## config.mk

```make
export PLATFORM = sky130hd
export DESIGN_NAME = mul_seq_ctrl
export DESIGN_NICKNAME = d
export VERILOG_FILES = /design/src/rtl/mul_pkg.sv /design/src/rtl/mul_iter_cnt.sv /design/src/rtl/mul_seq_ctrl.sv
export SDC_FILE = /design/constraint.sdc
export NUM_CORES = 1
export LEC_CHECK = 0
export CORE_UTILIZATION = 41
export CTS_CLUSTER_SIZE = 16
export DETAILED_ROUTE_END_ITERATION = 16
export PLACE_DENSITY_LB_ADDON = 0.2
export SKIP_LAST_GASP = 1
export SLEW_MARGIN = 20
export SYNTH_ARGS = -nofsm -noshare
export SYNTH_HDL_FRONTEND = slang
export SYNTH_SLANG_ARGS = --single-unit
export TNS_END_PERCENT = 20
```

## constraint.sdc

```tcl
create_clock -name clk -period 3.2 [get_ports clk]
set_input_delay 0.8 -clock clk [delete_from_list [all_inputs] [get_ports clk]]
set_output_delay 0.8 -clock clk [all_outputs]
set_load 0.01 [all_outputs]
```

## src/rtl/mul_pkg.sv

```systemverilog
`default_nettype none
// ============================================================================
// Module   : mul_pkg
// Purpose  : Shared types and constants for the sequential multiplier control.
// Revision : 1.0 - initial release
// ============================================================================
package mul_pkg;

    // Default operand width; the product is twice this width.
    localparam int DEFAULT_WIDTH = 16;

    // Controller states.
    typedef enum logic [2:0] {
        IDLE = 3'd0,
        LOAD = 3'd1,
        RUN  = 3'd2,
        CAP  = 3'd3,
        DONE = 3'd4
    } state_t;

endpackage
`default_nettype wire

```

## src/rtl/mul_iter_cnt.sv

```systemverilog
`default_nettype none
// ============================================================================
// Module   : mul_iter_cnt
// Purpose  : Iteration counter with synchronous clear/enable and a flag that
//            is high while the count equals TC_VAL.
// Revision : 1.0 - initial release
// ============================================================================
module mul_iter_cnt #(
    parameter int CW     = 4,
    parameter int TC_VAL = 14
) (
    input  logic clk,
    input  logic reset,
    input  logic clr,
    input  logic en,
    output logic tc
);

    localparam logic [CW-1:0] C_TC = CW'(TC_VAL);

    logic [CW-1:0] cnt_q;
    logic [CW-1:0] cnt_d;

    // Next count: clear has priority over enable.
    always_comb begin
        cnt_d = cnt_q;
        if (clr) begin
            cnt_d = '0;
        end else if (en) begin
            cnt_d = cnt_q + 1'b1;
        end
    end

    // Count register.
    always_ff @(posedge clk or posedge reset) begin
        if (reset) begin
            cnt_q <= '0;
        end else begin
            cnt_q <= cnt_d;
        end
    end

    assign tc = (cnt_q == C_TC);

endmodule
`default_nettype wire

```

## src/rtl/mul_seq_ctrl.sv

```systemverilog
`default_nettype none
// ============================================================================
// Module   : mul_seq_ctrl
// Purpose  : Control FSM for an external shift-add multiplier datapath.
//            Accepts operands, loads the datapath, waits WIDTH-1 run cycles,
//            captures the product and holds it until the consumer takes it.
//            Optional feature macro: MUL_SEQ_CTRL_SIGNED_EN (two's complement
//            operands; magnitudes are sent to the datapath and the captured
//            product is negated when the operand signs differ).
// Revision : 1.0 - initial release
// ============================================================================
module mul_seq_ctrl
    import mul_pkg::*;
#(
    parameter int WIDTH = DEFAULT_WIDTH
) (
    input  logic               clk,
    input  logic               reset,
    input  logic               start_valid,
    output logic               start_ready,
    input  logic [WIDTH-1:0]   op_a,
    input  logic [WIDTH-1:0]   op_b,
    output logic               mul_write,
    output logic [WIDTH-1:0]   mul_mcand,
    output logic [WIDTH-1:0]   mul_b,
    input  logic [2*WIDTH-1:0] mul_prod,
    output logic               res_valid,
    input  logic               res_ready,
    output logic [2*WIDTH-1:0] res
);

    // Counter only has to reach WIDTH-2, so log2(WIDTH) bits suffice.
    localparam int CW = (WIDTH > 2) ? $clog2(WIDTH) : 1;

    state_t             state_q, state_d;
    logic [WIDTH-1:0]   a_q, a_d;
    logic [WIDTH-1:0]   b_q, b_d;
    logic [2*WIDTH-1:0] res_q, res_d;
    logic               cnt_clr;
    logic               cnt_en;
    logic               cnt_tc;
    logic [WIDTH-1:0]   a_in;
    logic [WIDTH-1:0]   b_in;
    logic [2*WIDTH-1:0] prod_in;

`ifdef MUL_SEQ_CTRL_SIGNED_EN
    logic sign_q, sign_d;

    // Magnitudes of the incoming operands; the most negative value maps to
    // itself, which read as unsigned is the correct magnitude.
    always_comb begin
        a_in    = op_a[WIDTH-1] ? (~op_a + 1'b1) : op_a;
        b_in    = op_b[WIDTH-1] ? (~op_b + 1'b1) : op_b;
        prod_in = sign_q ? (~mul_prod + 1'b1) : mul_prod;
        sign_d  = sign_q;
        if (state_q == IDLE && start_valid) begin
            sign_d = op_a[WIDTH-1] ^ op_b[WIDTH-1];
        end
    end

    // Result sign register.
    always_ff @(posedge clk or posedge reset) begin
        if (reset) begin
            sign_q <= 1'b0;
        end else begin
            sign_q <= sign_d;
        end
    end
`else
    // Unsigned operation: operands and product pass straight through.
    always_comb begin
        a_in    = op_a;
        b_in    = op_b;
        prod_in = mul_prod;
    end
`endif

    // Next-state, operand capture and result capture.
    always_comb begin
        state_d = state_q;
        a_d     = a_q;
        b_d     = b_q;
        res_d   = res_q;
        cnt_clr = 1'b0;
        cnt_en  = 1'b0;
        case (state_q)
            IDLE: begin
                if (start_valid) begin
                    a_d     = a_in;
                    b_d     = b_in;
                    state_d = LOAD;
                end
            end
            LOAD: begin
                cnt_clr = 1'b1;
                state_d = RUN;
            end
            RUN: begin
                cnt_en = 1'b1;
                if (cnt_tc) begin
                    state_d = CAP;
                end
            end
            CAP: begin
                res_d   = prod_in;
                state_d = DONE;
            end
            DONE: begin
                if (res_ready) begin
                    state_d = IDLE;
                end
            end
            default: state_d = IDLE;
        endcase
    end

    // State, operand and result registers.
    always_ff @(posedge clk or posedge reset) begin
        if (reset) begin
            state_q <= IDLE;
            a_q     <= '0;
            b_q     <= '0;
            res_q   <= '0;
        end else begin
            state_q <= state_d;
            a_q     <= a_d;
            b_q     <= b_d;
            res_q   <= res_d;
        end
    end

    mul_iter_cnt #(
        .CW     (CW),
        .TC_VAL (WIDTH - 2)
    ) u_iter_cnt (
        .clk   (clk),
        .reset (reset),
        .clr   (cnt_clr),
        .en    (cnt_en),
        .tc    (cnt_tc)
    );

    assign start_ready = (state_q == IDLE);
    assign mul_write   = (state_q == LOAD);
    assign res_valid   = (state_q == DONE);
    assign mul_mcand   = a_q;
    assign mul_b       = b_q;
    assign res         = res_q;

endmodule
`default_nettype wire
```

# ---- Yosys cells after proc, flatten, opt, wreduce, memory -nomap -nowiden
# Cells that the tools add are included.
dict set report totals {
  regBits 71
  latch_bits 0
  ramBits 0
  romBits 0
  in_bits 68
  out_inout_bits 67
  elab_cells 26
  memories 0
}
dict set report op_classes {
  addsub 1
  n_mul 0
  div 0
  magnitude_cmp 0
  n_eq_ne 8
  shifts 0
  n_mux 8
  n_bitwise 0
  n_reduce_logical 4
}
# op n
set ops {}
lappend ops {{3-bit case mux with 5 select lines} 1}
lappend ops {{3-bit two-way mux} 3}
lappend ops {{4-bit two-way mux} 2}
lappend ops {{3-bit by 2-bit == test with 1-bit output, second input constant} 2}
lappend ops {{4-bit by 1-bit adder with 4-bit output, second input constant} 1}
lappend ops {{4-bit == test, second input constant} 1}
lappend ops {{2-bit inequality test, second input constant} 2}
lappend ops {{3-bit by 1-bit == test with 1-bit output, second input constant} 1}
lappend ops {{3-bit == test, second input constant} 1}
lappend ops {{3-bit logical NOT} 1}
lappend ops {{3-bit AND reduction} 1}
lappend ops {{1-bit two-way mux} 2}
lappend ops {{2-bit by 1-bit inequality test with 1-bit output, second input constant} 1}
lappend ops {{2-bit AND reduction} 1}
lappend ops {{2-bit nonzero test} 1}

# ---- Longest topological paths before layout
# Gate-level depths: netlist of run 1.
dict set report depth {
  depth_word 4
  depth_mapped 6
  mapped_depth_nobuf 5
}

# ---- Modules after synthesis
# A second synthesis of run 1 with hierarchy kept.
dict set report unflattened {
  cells_unflattened 173
  hier_area_um2 2790.2
}
# mod n_inst cells_per_inst area_per_inst_um2 seq_area_each_um2
set modules_own_cells {}
lappend modules_own_cells {mul_seq_ctrl 1 153 2573.7 1676.6}
lappend modules_own_cells {mul_iter_cnt 1 20 216.5 100.1}

# ---- Worst setup path after synthesis of run 1
# No wires, ideal clock.
dict set report synth_path {
  path_kind {register -> output}
  startpoint {register state_q[0]}
  endpoint {output port mul_write}
  t_arrival_ns 1.058
  required_time_ns 2.400
  setup_slack_ns 1.342
  path_stages_with_launch 4
  n_path_buf 2
  path_cell_list {dfrtp_1 buf_6 clkbuf_1 nor3b_1}
}
dict set report synth_via {
  elab_chain_len 1
}
# item line_no
set synth_rtl {}
lappend synth_rtl {{start: declaration} mul_seq_ctrl.sv:35} ;# state_t state_q, state_d;
lappend synth_rtl {{start signal: assignment} mul_seq_ctrl.sv:125} ;# state_q <= state_d;
lappend synth_rtl {{3-bit by 1-bit == test with 1-bit output} mul_seq_ctrl.sv:144} ;# assign mul_write = (state_q == LOAD);
lappend synth_rtl {{end: declaration} mul_seq_ctrl.sv:23} ;# output logic mul_write,
# Every way passes these cells.

# ---- Worst setup path after layout of run 1
# Same ends and word-level chain as after synthesis.

==> summary.txt, run 1 <==
Outcome
  • Status: complete, no violations

Yosys
  • Post-synth EDFFs: 0
  • Register area share after synthesis: roughly three fifths
  • Adder-Cell Fraction of Synth Area: less than 1%
  • Fraction of registers with async set/reset: between 90% and 100%
  • Avg Cell Area, Syn: 16.14 sq um
  • Post-synthesis mux area share: 28.07%
  • Post-synthesis compound-gate area fraction: around 2.8%
  • Yosys warning count: 0
  • Largest family of logic cells by synthesized area: multiplexers
  • #FFs+latches synth: just over 70
  • Cell Area, Synth: 2969 sq um
  • Syn_nets: around 250
  • Synth Area in Simple Gates: approximately 3.6%
  • Post-synthesis xor/xnor area fraction: less than 1%
  • Post-synth top flop: dfrtp_1
  • Synth unique cells: 25
  • Syn Inst Count: between 150 and 200

Worst setup path
  • Critical path class: register to primary output
  • CP endpoint: mul_write
  • Worst reg2reg path depth: 3
  • Arrival @ worst endpoint: about 1800 ps
  • Worst Path Required: 2400 ps
  • Reg-to-Reg End: mul_b[5]
  • Critical R2R Launch: state_q[0]
  • Crit path capture type: primary output
  • Crit start category: register
  • Max FO, Critical Path: 15
  • Slack of the worst reg-to-reg path: approximately 1300 ps
  • CP Launch Point: state_q[0]

Timing
  • Worst Slack Setup Final: roughly 600 ps
  • Worst Clk Skew: roughly 10 ps
  • Fin. max-slew vios: 0
  • Rel. slew slack: 59.01%
  • RSZ-0062 raised after global routing: false
  • Setup total negative slack: 0 ps
  • Final period util: approximately 81%
  • Hold Vio Cnt, Final: 0
  • Worst Max-Slew Pin Slew: 614.8 ps
  • Crit path time final: about 2600 ps
  • Max Clk Rate: slightly below 400 MHz
  • Final setup viols: 0

Power and ir drop
  • Pwr Total: ~4.5 mW
  • Pwr/cell area: between 900 and 1000 nW/um^2
  • Peak VDD IR: ~0.50 mV
  • Leakage: around 1.9 nW

Route
  • Drt wl/cell: 15.11 microns
  • Via count: 1953
  • Number of vias per cell: approximately 4.6
  • First-pass iteration count of the detailed router: 4
  • Initial DRC count: between 60 and 70
  • DRC viols: 0
  • Routed WL: between 6 and 7 mm
  • Antenna violation net count after detailed routing: 0

Final layout
  • Ant. Diodes: 0
  • Commonest non-fill, non-tap cell in the layout: clkdlybuf4s50_1
  • Most frequent cells in the layout: clkdlybuf4s50_1 (134), dfrtp_1 (71), mux2_2 (34)
  • Nets: roughly 400
  • Area Growth Syn to Fin: 53.18%
  • Fraction of layout cells with a size suffix above 1: about a quarter

Die
  • I/O Pins: between 100 and 150
  • DIE WIDTH: approximately 87 microns
  • # rows: 30
  • Die span in y: between 80 and 90 microns
  • Initial Util: about 43%
  • Die area: 7586 sq um
  • Core ar.: between 6000 and 7000 sq um

Flow run
  • MaxCap Viol Count: 0

Global route
  • Vias in the first global route: roughly 2000
  • GRT Residual Overflow: 0
  • Largest net degree at the start of global routing: 72
  • Total track usage: 17.47%
  • Initial antenna violation count: 0
  • Global-route wire length before repair: about 10 mm

Placement
  • GPL Wtd Cong: between 0.7 and 0.8
  • Port Buf Inserts: around 130
  • Dpl hpwl: 4.410 mm
  • Pre-CTS setup slack: roughly 830 ps

Clock network
  • Setup bufs post-CTS: 0
  • H-Tree Depth: 3
  • Reg clk slew, reported paths: roughly 80 ps
  • Hold_buf cts: 0
  • CTS tree: built
  • PostCTS Resize Cnt: 0
  • CTS root buffer: clkbuf_8
  • CTS Sinks: 71
  • Worst-Skew Late Latency: approximately 330 ps
  • Max Buffers Root-to-Sink: 2
  • Total clock buffers created by CTS: 9

Worst hold path
  • HP Class: register to register
layer usage:
layer / track usage, % / up-vias / share of wire, %
met5: 0 / - / 0
met4: 4.918 / 0 / 0.94
met3: 7.014 / 5 / 8.0
met2: 25.34 / 81 / 44
met1: 24.21 / 952 / 47
li1: - / 915 / -
how the worst min path moves through the flow:
stage                        start             endpoint  slack [ps]  cells after the start
2_1_floorplan  u_iter_cnt.cnt_q[3]  u_iter_cnt.cnt_q[3]         510                      2
3_5_place_dp               res[18]              res[18]         490                      1
6_report                   res[12]              res[12]         510                      1
4_1_cts                    res[18]              res[18]         510                      1
3_3_place_gp               res[24]              res[24]         490                      1
5_1_grt                    res[17]              res[17]         520                      1
through the flow:
stage / hold slack, ps / instance area, sq um / std cells / util, %
finish: 507.3 / 4548 / 421 / 65.85
global route: 518.6 / 4548 / 421 / 65.85
CTS: 509.8 / 4548 / 421 / 65.85
detailed placement: 492.2 / 4339 / 405 / 62.83
global placement: 486.4 / 4339 / 405 / 62.83
floorplan: 510.4 / 2969 / 184 / -
state kept, by name, indices dropped and copies added, names as in the netlist:
name	count
u_iter_cnt.cnt_q	4
mul_b	16
mul_mcand	16
res	32
state_q	3
cells in the mapped netlist (2+ instances only):
master / count / area [sq um]
dfrtp_1: 71 / 1777
o21ai_0: 7 / 35.03
mux2_2: 34 / 382.9
nor3b_1: 3 / 22.52
mux2_4: 30 / 450.4
buf_2: 4 / 20.02
clkbuf_1: 2 / 7.510
inv_1: 4 / 15.01
a21oi_1: 5 / 25.02
nor3_1: 2 / 10.01
nand2_1: 3 / 11.26
nor2_1: 2 / 7.510
ha_1: 2 / 25.02
buf_12: 4 / 80.08
cells by family (layout without fill, tap and decap cells):
kind of cell / count (synthesis) / after routing
AOI/OAI and AO/OA: 15 / 15
xor gates and xnor gates: 1 / 1
adders and majority gates: 2 / 2
buffers and inverters: 15 / 156
DFF: 71 / 71
muxes: 64 / 64
and+or+nand+nor: 16 / 16
layout make-up:
type | instances | area, sq um
clock buffers | 12 | 155.1
clock inverters | 4 | 53.80
fillers | 542 | 2359
inverters | 4 | 15.01
multi-input cells | 98 | 1059
flip-flops and latches | 71 | 1777
well taps | 96 | 120.1
repair buffers | 136 | 1369
report_power, final:
group | switching, mW | total [mW] | internal [mW]
logic | 0.732 | 2.15 | 1.42
clock network | 0.333 | 0.738 | 0.405
registers | 0.303 | 1.66 | 1.35
critical path, cell delays in order (launching register included):
cell,delay (ps)
dfrtp_1,640
nor3b_1,250
clkdlybuf4s50_1,580
Note: power is estimated with default switching activity, not from simulation.
==> inputs of run 2 (changes only) <==
clock period = 2.7 ns   (was 3.2 ns; I/O delays follow)
==> summary.txt, run 2 (synthesis results as in run 1) <==
Power and ir drop
  • Leakage: slightly below 2 nW
  • Pwr/cell area: 1170 nW/um^2
  • Peak VDD IR: 0.5355 mV

Timing
  • Setup total negative slack: 0 ps
  • Worst Slack Setup Final: around 230 ps
  • Worst Max-Slew Pin Slew: 701.1 ps
  • Final period util: approximately nine tenths
  • Rel. slew slack: 53.19%
  • Worst Clk Skew: around 6.4 ps
  • RSZ-0062 raised after global routing: false
  • Hold Vio Cnt, Final: 0
  • Max Clk Rate: approximately 400 MHz
  • Final setup viols: 0
  • Crit path time final: between 2000 and 2500 ps
  • Fin. max-slew vios: 0

Route
  • Antenna violation net count after detailed routing: 0
  • First-pass iteration count of the detailed router: 4
  • Routed WL: between 6 and 7 mm
  • DR WL met2: between 2 and 3 mm
  • Detail Route met3 WL: slightly below 500 microns
  • Via count: 1987
  • Initial DRC count: 33
  • Number of vias per cell: 4.686
  • Met1 wire length: 2.922 mm
  • Drt wl/cell: 14.96 microns
  • Highest metal used: met4
  • DRC viols: 0

Worst setup path
  • Critical path class: register to primary output
  • Crit path capture type: primary output
  • Critical R2R Launch: state_q[0]
  • CP Launch Point: state_q[0]
  • Slack of the worst reg-to-reg path: around 810 ps
  • Crit start category: register
  • Max FO, Critical Path: 15
  • Arrival @ worst endpoint: 1800 ps
  • Worst Path Required: approximately 2000 ps

Final layout
  • Max FFs per register: 32
  • Post-route cell area: ~4600 sq um
  • Commonest non-fill, non-tap cell in the layout: clkdlybuf4s50_1
  • Most frequent cells in the layout: clkdlybuf4s50_1 (134), dfrtp_1 (71), mux2_2 (34)
  • Multi-input logic area: 1059 sq um
  • Nets: approximately 390
  • Ant. Diodes: 0
  • Register area: 1777 sq um
  • Fillers: about 530
  • Fraction of layout cells with a size suffix above 1: 25.61%
  • Area Growth Syn to Fin: 53.48%

Outcome
  • Status: complete, no violations

Placement
  • Cell area after placement: about 4400 sq um
  • Pre-CTS setup slack: 479.3 ps
  • GPL Wtd Cong: about 0.72
  • Port Buf Inserts: approximately 130
  • Dpl hpwl: around 4.5 mm

Worst hold path
  • HP Class: register to register
  • Hold path start: res[6]

Global route
  • Total track usage: roughly 17%
  • Global-route wire length before repair: just under 10 mm
  • Initial antenna violation count: 0
  • Vias in the first global route: between 2000 and 2500
  • Largest net degree at the start of global routing: 35
  • GRT Residual Overflow: 0

Flow run
  • MaxCap Viol Count: 0

Die
  • DIE WIDTH: just under 90 microns
  • Core ar.: between 6000 and 7000 sq um
  • Initial Util: 42.99%
  • # rows: 30
  • Die area: ~7600 sq um
  • Die span in y: roughly 87 microns
  • I/O Pins: approximately 140

Clock network
  • Worst-Skew Late Latency: approximately 340 ps
  • Setup bufs post-CTS: 0
  • Hold_buf cts: 0
  • H-Tree Depth: 3
  • Max Buffers Root-to-Sink: 2
  • PostCTS Resize Cnt: 0
  • Total clock buffers created by CTS: 9
  • Reg clk slew, reported paths: 70 ps
  • CTS tree: built
  • CTS Sinks: 71
  • CTS root buffer: clkbuf_8
run 2: changes by cell type in the layout (fill, tap and decap cells not counted):
cell | before | now
clkinv_2 | 0 | 1
clkbuf_8 | 11 | 9
buf_12 | 1 | 2
clkbuf_1 | 1 | 4
clkinvlp_4 | 2 | 0
buf_4 | 1 | 3
run 2: per-layer routing:
layer	vias to the layer above	GRT usage (%)
met3	11	5.498
li1	925	-
met5	-	0
met4	0	9.836
met1	965	22.81
met2	86	25.55
run 2: area by class of cell:
| class | count | share of cell area (%) |
|---|---|---|
| inverters | 4 | 0.3295 |
| clock buffers | 13 | 3.048 |
| clock inverters | 3 | 0.9610 |
| flip-flops and latches | 71 | 38.99 |
| well taps | 96 | 2.636 |
| repair buffers | 139 | 30.81 |
| multi-input cells | 98 | 23.23 |
run 2: worst max-delay path: stages (launching register included):
cell	delay, ps
dfrtp_1	650
nor3b_1	240
clkdlybuf4s50_1	570
run 2: power breakdown:
group	leakage, nW	internal (mW)	total (mW)	switching, mW
sequential	0.840	1.60	1.95	0.345
clock	0.0916	0.429	0.812	0.383
combinational	1.02	1.70	2.57	0.867
total	1.95	3.74	5.33	1.60
run 2: metrics by stage:
step | util, % | hold WS (ps) | cells | total power [mW]
2_1_floorplan | - | 510.4 | 184 | 3.337
3_3_place_gp | 63.33 | 486.4 | 408 | 4.511
3_5_place_dp | 63.33 | 490.3 | 408 | 4.560
4_1_cts | 65.98 | 509.6 | 424 | 5.398
5_1_grt | 65.98 | 515.9 | 424 | 5.657
6_report | 65.98 | 505.1 | 424 | 5.332
run 2: worst paths after layout:
path	endpoint	depth (start not counted)
worst min-delay path	res[6]	1
worst max register to register	mul_mcand[15]	4
min in group asynchronous	mul_b[7]	2
worst min register to register	res[6]	1
worst max-delay path	mul_write	2
max in group asynchronous	res[8]	3
==> inputs of run 3 (changes only) <==
GPL_ROUTABILITY_DRIVEN = 0   (was unset)
==> results of run 3 <==
Final layout, timing and power as in run 2 (identical DEF).
